===== config.mk =====
export PLATFORM = sky130hd
export DESIGN_NAME = bitwise_piso_tx
export DESIGN_NICKNAME = d
export VERILOG_FILES = /design/src/rtl/bitwise_pkg.sv /design/src/rtl/bitwise_bit_counter.sv /design/src/rtl/bitwise_piso_tx.sv
export SDC_FILE = /design/constraint.sdc
export NUM_CORES = 1
export LEC_CHECK = 0
export ABC_AREA = 1
export CELL_PAD_IN_SITES_DETAIL_PLACEMENT = 0
export CELL_PAD_IN_SITES_GLOBAL_PLACEMENT = 2
export CORE_MARGIN = 2
export CORE_UTILIZATION = 34
export CTS_BUF_LIST = sky130_fd_sc_hd__clkbuf_4 sky130_fd_sc_hd__clkbuf_8
export DETAILED_ROUTE_END_ITERATION = 10
export DONT_BUFFER_PORTS = 1
export GPL_TIMING_DRIVEN = 0
export HOLD_SLACK_MARGIN = 0.03
export PLACE_DENSITY = 0.78
export SLEW_MARGIN = 40
export SYNTH_ARGS = -nofsm -noshare
export SYNTH_HDL_FRONTEND = slang
export SYNTH_HIERARCHICAL = 1
export SYNTH_SLANG_ARGS = --single-unit

===== constraint.sdc =====
create_clock -name clk -period 1.8 [get_ports clk]
set_input_delay 0.09 -clock clk [delete_from_list [all_inputs] [get_ports clk]]
set_output_delay 0.09 -clock clk [all_outputs]
set_load 0.02 [all_outputs]

===== src/rtl/bitwise_pkg.sv =====
// Shared types and sizing helpers for the bitwise serial transmitter/receiver pair.
package bitwise_pkg;

    typedef enum logic {
        IDLE  = 1'b0,
        SHIFT = 1'b1
    } bitwise_tx_state_t;

    // Bit-counter width for an n-bit frame; never narrower than one bit.
    function automatic int cnt_width(input int n);
        return (n < 2) ? 1 : $clog2(n);
    endfunction

endpackage


===== src/rtl/bitwise_bit_counter.sv =====
// Frame bit counter: clear has priority over increment; tc flags the last bit position.
module bitwise_bit_counter
    import bitwise_pkg::*;
#(
    parameter int p_nbits = 8
) (
    input  logic clk,
    input  logic reset_n,
    input  logic clear,
    input  logic inc,
    output logic tc
);

    localparam int                 p_width = cnt_width(p_nbits);
    localparam logic [p_width-1:0] p_last  = p_width'(p_nbits - 1);

    logic [p_width-1:0] count;

    always_ff @(posedge clk) begin
        if (!reset_n) begin
            count <= '0;
        end else if (clear) begin
            count <= '0;
        end else if (inc) begin
            count <= count + p_width'(1);
        end
    end

    assign tc = (count == p_last);

endmodule


===== src/rtl/bitwise_piso_tx.sv =====
// MSB-first parallel-in/serial-out transmitter with valid/ready input and pause.
// Handshake: a word transfers at a posedge where in_valid & in_ready are both high.
module bitwise_piso_tx
    import bitwise_pkg::*;
#(
    parameter int   p_nbits      = 8,
    parameter logic p_idle_value = 1'b0
) (
    input  logic               clk,
    input  logic               reset_n,
    input  logic [p_nbits-1:0] in_data,
    input  logic               in_valid,
    output logic               in_ready,
    input  logic               pause,
    output logic               q,
    output logic               q_en,
    output logic               busy,
    output logic               done
);

    bitwise_tx_state_t  state;
    bitwise_tx_state_t  next_state;
    logic [p_nbits-1:0] shift_reg;
    logic               tc;
    logic               last;
    logic               accept;

    assign accept = in_valid & in_ready;

    // State register.
    always_ff @(posedge clk) begin
        if (!reset_n) begin
            state <= IDLE;
        end else begin
            state <= next_state;
        end
    end

    // Next-state logic.
    always_comb begin
        next_state = state;
        case (state)
            IDLE: begin
                if (accept) begin
                    next_state = SHIFT;
                end
            end
            SHIFT: begin
                if (last) begin
                    next_state = accept ? SHIFT : IDLE;
                end
            end
            default: next_state = IDLE;
        endcase
    end

    // Output logic.
    always_comb begin
        q_en     = 1'b0;
        busy     = 1'b0;
        last     = 1'b0;
        in_ready = 1'b0;
        done     = 1'b0;
        case (state)
            IDLE: begin
                in_ready = 1'b1;
            end
            SHIFT: begin
                busy     = 1'b1;
                q_en     = ~pause;
                last     = ~pause & tc;
                in_ready = last;
                done     = last;
            end
            default: begin
                in_ready = 1'b0;
            end
        endcase
    end

    // Idle fill bits shifted in behind the frame leave the register all idle once
    // the last bit goes out, so the MSB alone gives the correct idle level on q.
    always_ff @(posedge clk) begin
        if (!reset_n) begin
            shift_reg <= {p_nbits{p_idle_value}};
        end else if (accept) begin
            shift_reg <= in_data;
        end else if (q_en) begin
            shift_reg <= {shift_reg[p_nbits-2:0], p_idle_value};
        end
    end

    assign q = shift_reg[p_nbits-1];

    // Clearing on the last strobe keeps the counter from running past p_nbits-1.
    bitwise_bit_counter #(
        .p_nbits(p_nbits)
    ) u_bit_counter (
        .clk    (clk),
        .reset_n(reset_n),
        .clear  (accept | last),
        .inc    (q_en),
        .tc     (tc)
    );

endmodule

==> flow_summary.toml <==
[place]
dp_hpwl_um = 1072
placement_setup_slack_ns = 0.3739
placedInstanceArea_sq_um = 743.2
port_buffers = 0
place_congestion = 0.7400

[yosys]
seq_area_frac_synth = 0.3386
average_footprint_of_a_synthesized_cell_sq_um = 6.756
synth_warn = 6
synthesis.area_sq_um = 709.4
synth_register_bits = 12
synthDistinctLibCells = 16
synth_nets = 119
synthCells = 105

[cells_and_area]
share_of_layout_cells_above_drive_strength_1 = 0.1545
final_cell_mix = "sky130_fd_sc_hd__nand2_1, sky130_fd_sc_hd__inv_1, sky130_fd_sc_hd__nand3_1"
flow.area_growth_from_synthesis_pct = 10.76
final_core_occ = 0.4005
antenna_cells_inserted = 0
nets = 126
layout.cells.most_common = "sky130_fd_sc_hd__nand2_1"
largest_reg_flops = 8
finalInstanceArea_sq_um = 785.8
fillerInstances = 227

[cts]
cts.reportedPaths.clkPinSlew_ns = 0.08
ctsHtreeMaxLevel = 1
clk_latency_ns = 0.27
ctsResizeCount = 0
numCtsBuffers = 3
clockBufferDepth = 2
postCtsHoldBufs = 2
postCtsSetupBuffers = 0
cts_tree = "yes"
cts_sinks = 12
cts.root.buffer_cell = "sky130_fd_sc_hd__clkbuf_4"

[sta]
min_period_over_period = 0.8478
grt_setup_unrepaired = "false"
skew_ns = 0.005274
tns_ns = 0
max_slew.worst_pin.slew_ns = 0.3729
timing.final.hold_violations = 0
final_setup_margin_ns = 0.2739
final.min_clock_period_ns = 1.526
timing.slew.headroom = 0.7505
clock.fmax_mhz = 655.3
slew_violations = 0
finalHoldWorstSlack_ns = 0.04779
final-setup-viol-count = 0

[routing]
routed-via-count = 600
route.layer.met1.wl_um = 809
met2_wirelength_um = 630
dr_wl_met3_um = 58
detail_route.iter0.violations = 8
post_drt_wl_per_cell_um = 11.02
detail_route.vias_per_cell = 4.380
highest-signal-layer = "met4"
wl_um = 1510
ant_nets = 0
first_pass_iters = 4
drc_errors = 0

[floorplanning]
die_width_um = 49.68
start_util = 0.3616
core_sq_um = 1962
die_area_sq_um = 2468
die-height_um = 49.68
rows = 16
io_pins = 17

[power_and_ir_drop]
pleak_nw = 0.3904
powerDensity_nw_per_um2 = 703.1
ir_worst_vdd_v = 0.0003368

[setup_path]
worstSetupStartpointType = "flip-flop"
worst-endpoint-arrival_ns = 1.44
timing.critical_path.fanout_max = 10
worst_ep_required_time_ns = 1.71
critPathCaptureType = "output pin"
criticalPathCategory = "flip-flop to output pin"

[global_route]
track_usage = 0.1361
first_global_vias = 557
grt_start_max_net_pins = 11
grt_first_pass_wirelength_um = 2559
grt_overflow_total = 0
antenna_found_initial = 0

[min_path]
timing.hold.worst.class = "input pin to flip-flop"

[run]
cap_viol_max_count = 0

[outcome]
run_status = "finished, final reports clean"
-- metrics by stage --
stage          total power [mW]  std cells
2_1_floorplan            0.3714        105
3_3_place_gp             0.3898        132
3_5_place_dp             0.3898        132
4_1_cts                  0.5580        137
5_1_grt                  0.5928        137
6_report                 0.5524        137
-- per-layer routing --
layer | track usage | vias to the layer above
met5 | 0 | -
met2 | 0.1889 | 13
met3 | 0.03030 | 2
met1 | 0.2004 | 254
li1 | - | 331
met4 | 0.05556 | 0
-- cell usage after synthesis --
master	number	share of area
sky130_fd_sc_hd__buf_6	2	0.032
sky130_fd_sc_hd__ha_1	2	0.035
sky130_fd_sc_hd__nand3_2	3	0.042
sky130_fd_sc_hd__dfxtp_1	12	0.34
sky130_fd_sc_hd__nor2_2	1	0.0088
sky130_fd_sc_hd__nand2_1	23	0.12
sky130_fd_sc_hd__inv_1	21	0.11
sky130_fd_sc_hd__clkbuf_4	1	0.011
sky130_fd_sc_hd__nor2_1	8	0.042
sky130_fd_sc_hd__o21ai_0	1	0.0070
sky130_fd_sc_hd__nand3_1	20	0.14
sky130_fd_sc_hd__a21oi_1	4	0.028
sky130_fd_sc_hd__buf_12	1	0.028
sky130_fd_sc_hd__nand2_4	1	0.016
sky130_fd_sc_hd__nand2_2	3	0.026
sky130_fd_sc_hd__inv_2	2	0.011
-- power by group --
group | total (mW) | leakage, nW | internal (mW) | switching [mW]
registers | 0.291 | 0.0983 | 0.279 | 0.0124
logic | 0.0950 | 0.278 | 0.0374 | 0.0576
clock network | 0.166 | 0.0138 | 0.0773 | 0.0889
-- worst max-delay path: stages (launching register included) --
cell	delay [ns]
sky130_fd_sc_hd__dfxtp_1	0.55
sky130_fd_sc_hd__nand2_4	0.15
sky130_fd_sc_hd__buf_6	0.17
sky130_fd_sc_hd__nor2_1	0.30
-- worst paths after layout --
check,from,endpoint,slack [ns],depth (start not counted)
worst max register to register,state,u_bit_counter/count[0],0.36,7
worst min-delay path,in_data[5],shift_reg[5],0.05,4
worst max-delay path,state,done,0.27,3
worst min register to register,u_bit_counter/count[1],u_bit_counter/count[1],0.47,2
-- layout make-up --
class / instances / area (sq um) / area share
timing repair buffer: 2 / 20.02 / 0.02548
sequential: 12 / 240.2 / 0.3057
tap: 27 / 33.78 / 0.04299
multi-input combinational: 66 / 332.8 / 0.4236
inverter: 23 / 86.33 / 0.1099
buffer: 4 / 50.05 / 0.06369
clock buffer: 3 / 22.52 / 0.02866
-- logic make-up (layout without fill, tap and decap cells) --
| family | Yosys count | after routing | synth area share |
|---|---|---|---|
| DFF | 12 | 12 | 0.3386 |
| and+or+nand+nor | 59 | 59 | 0.3986 |
| buffers and inverters | 27 | 32 | 0.1923 |
| AOI/OAI and AO/OA | 5 | 5 | 0.03527 |
| adders and majority gates | 2 | 2 | 0.03527 |
Power figures use the tool's default switching activity.
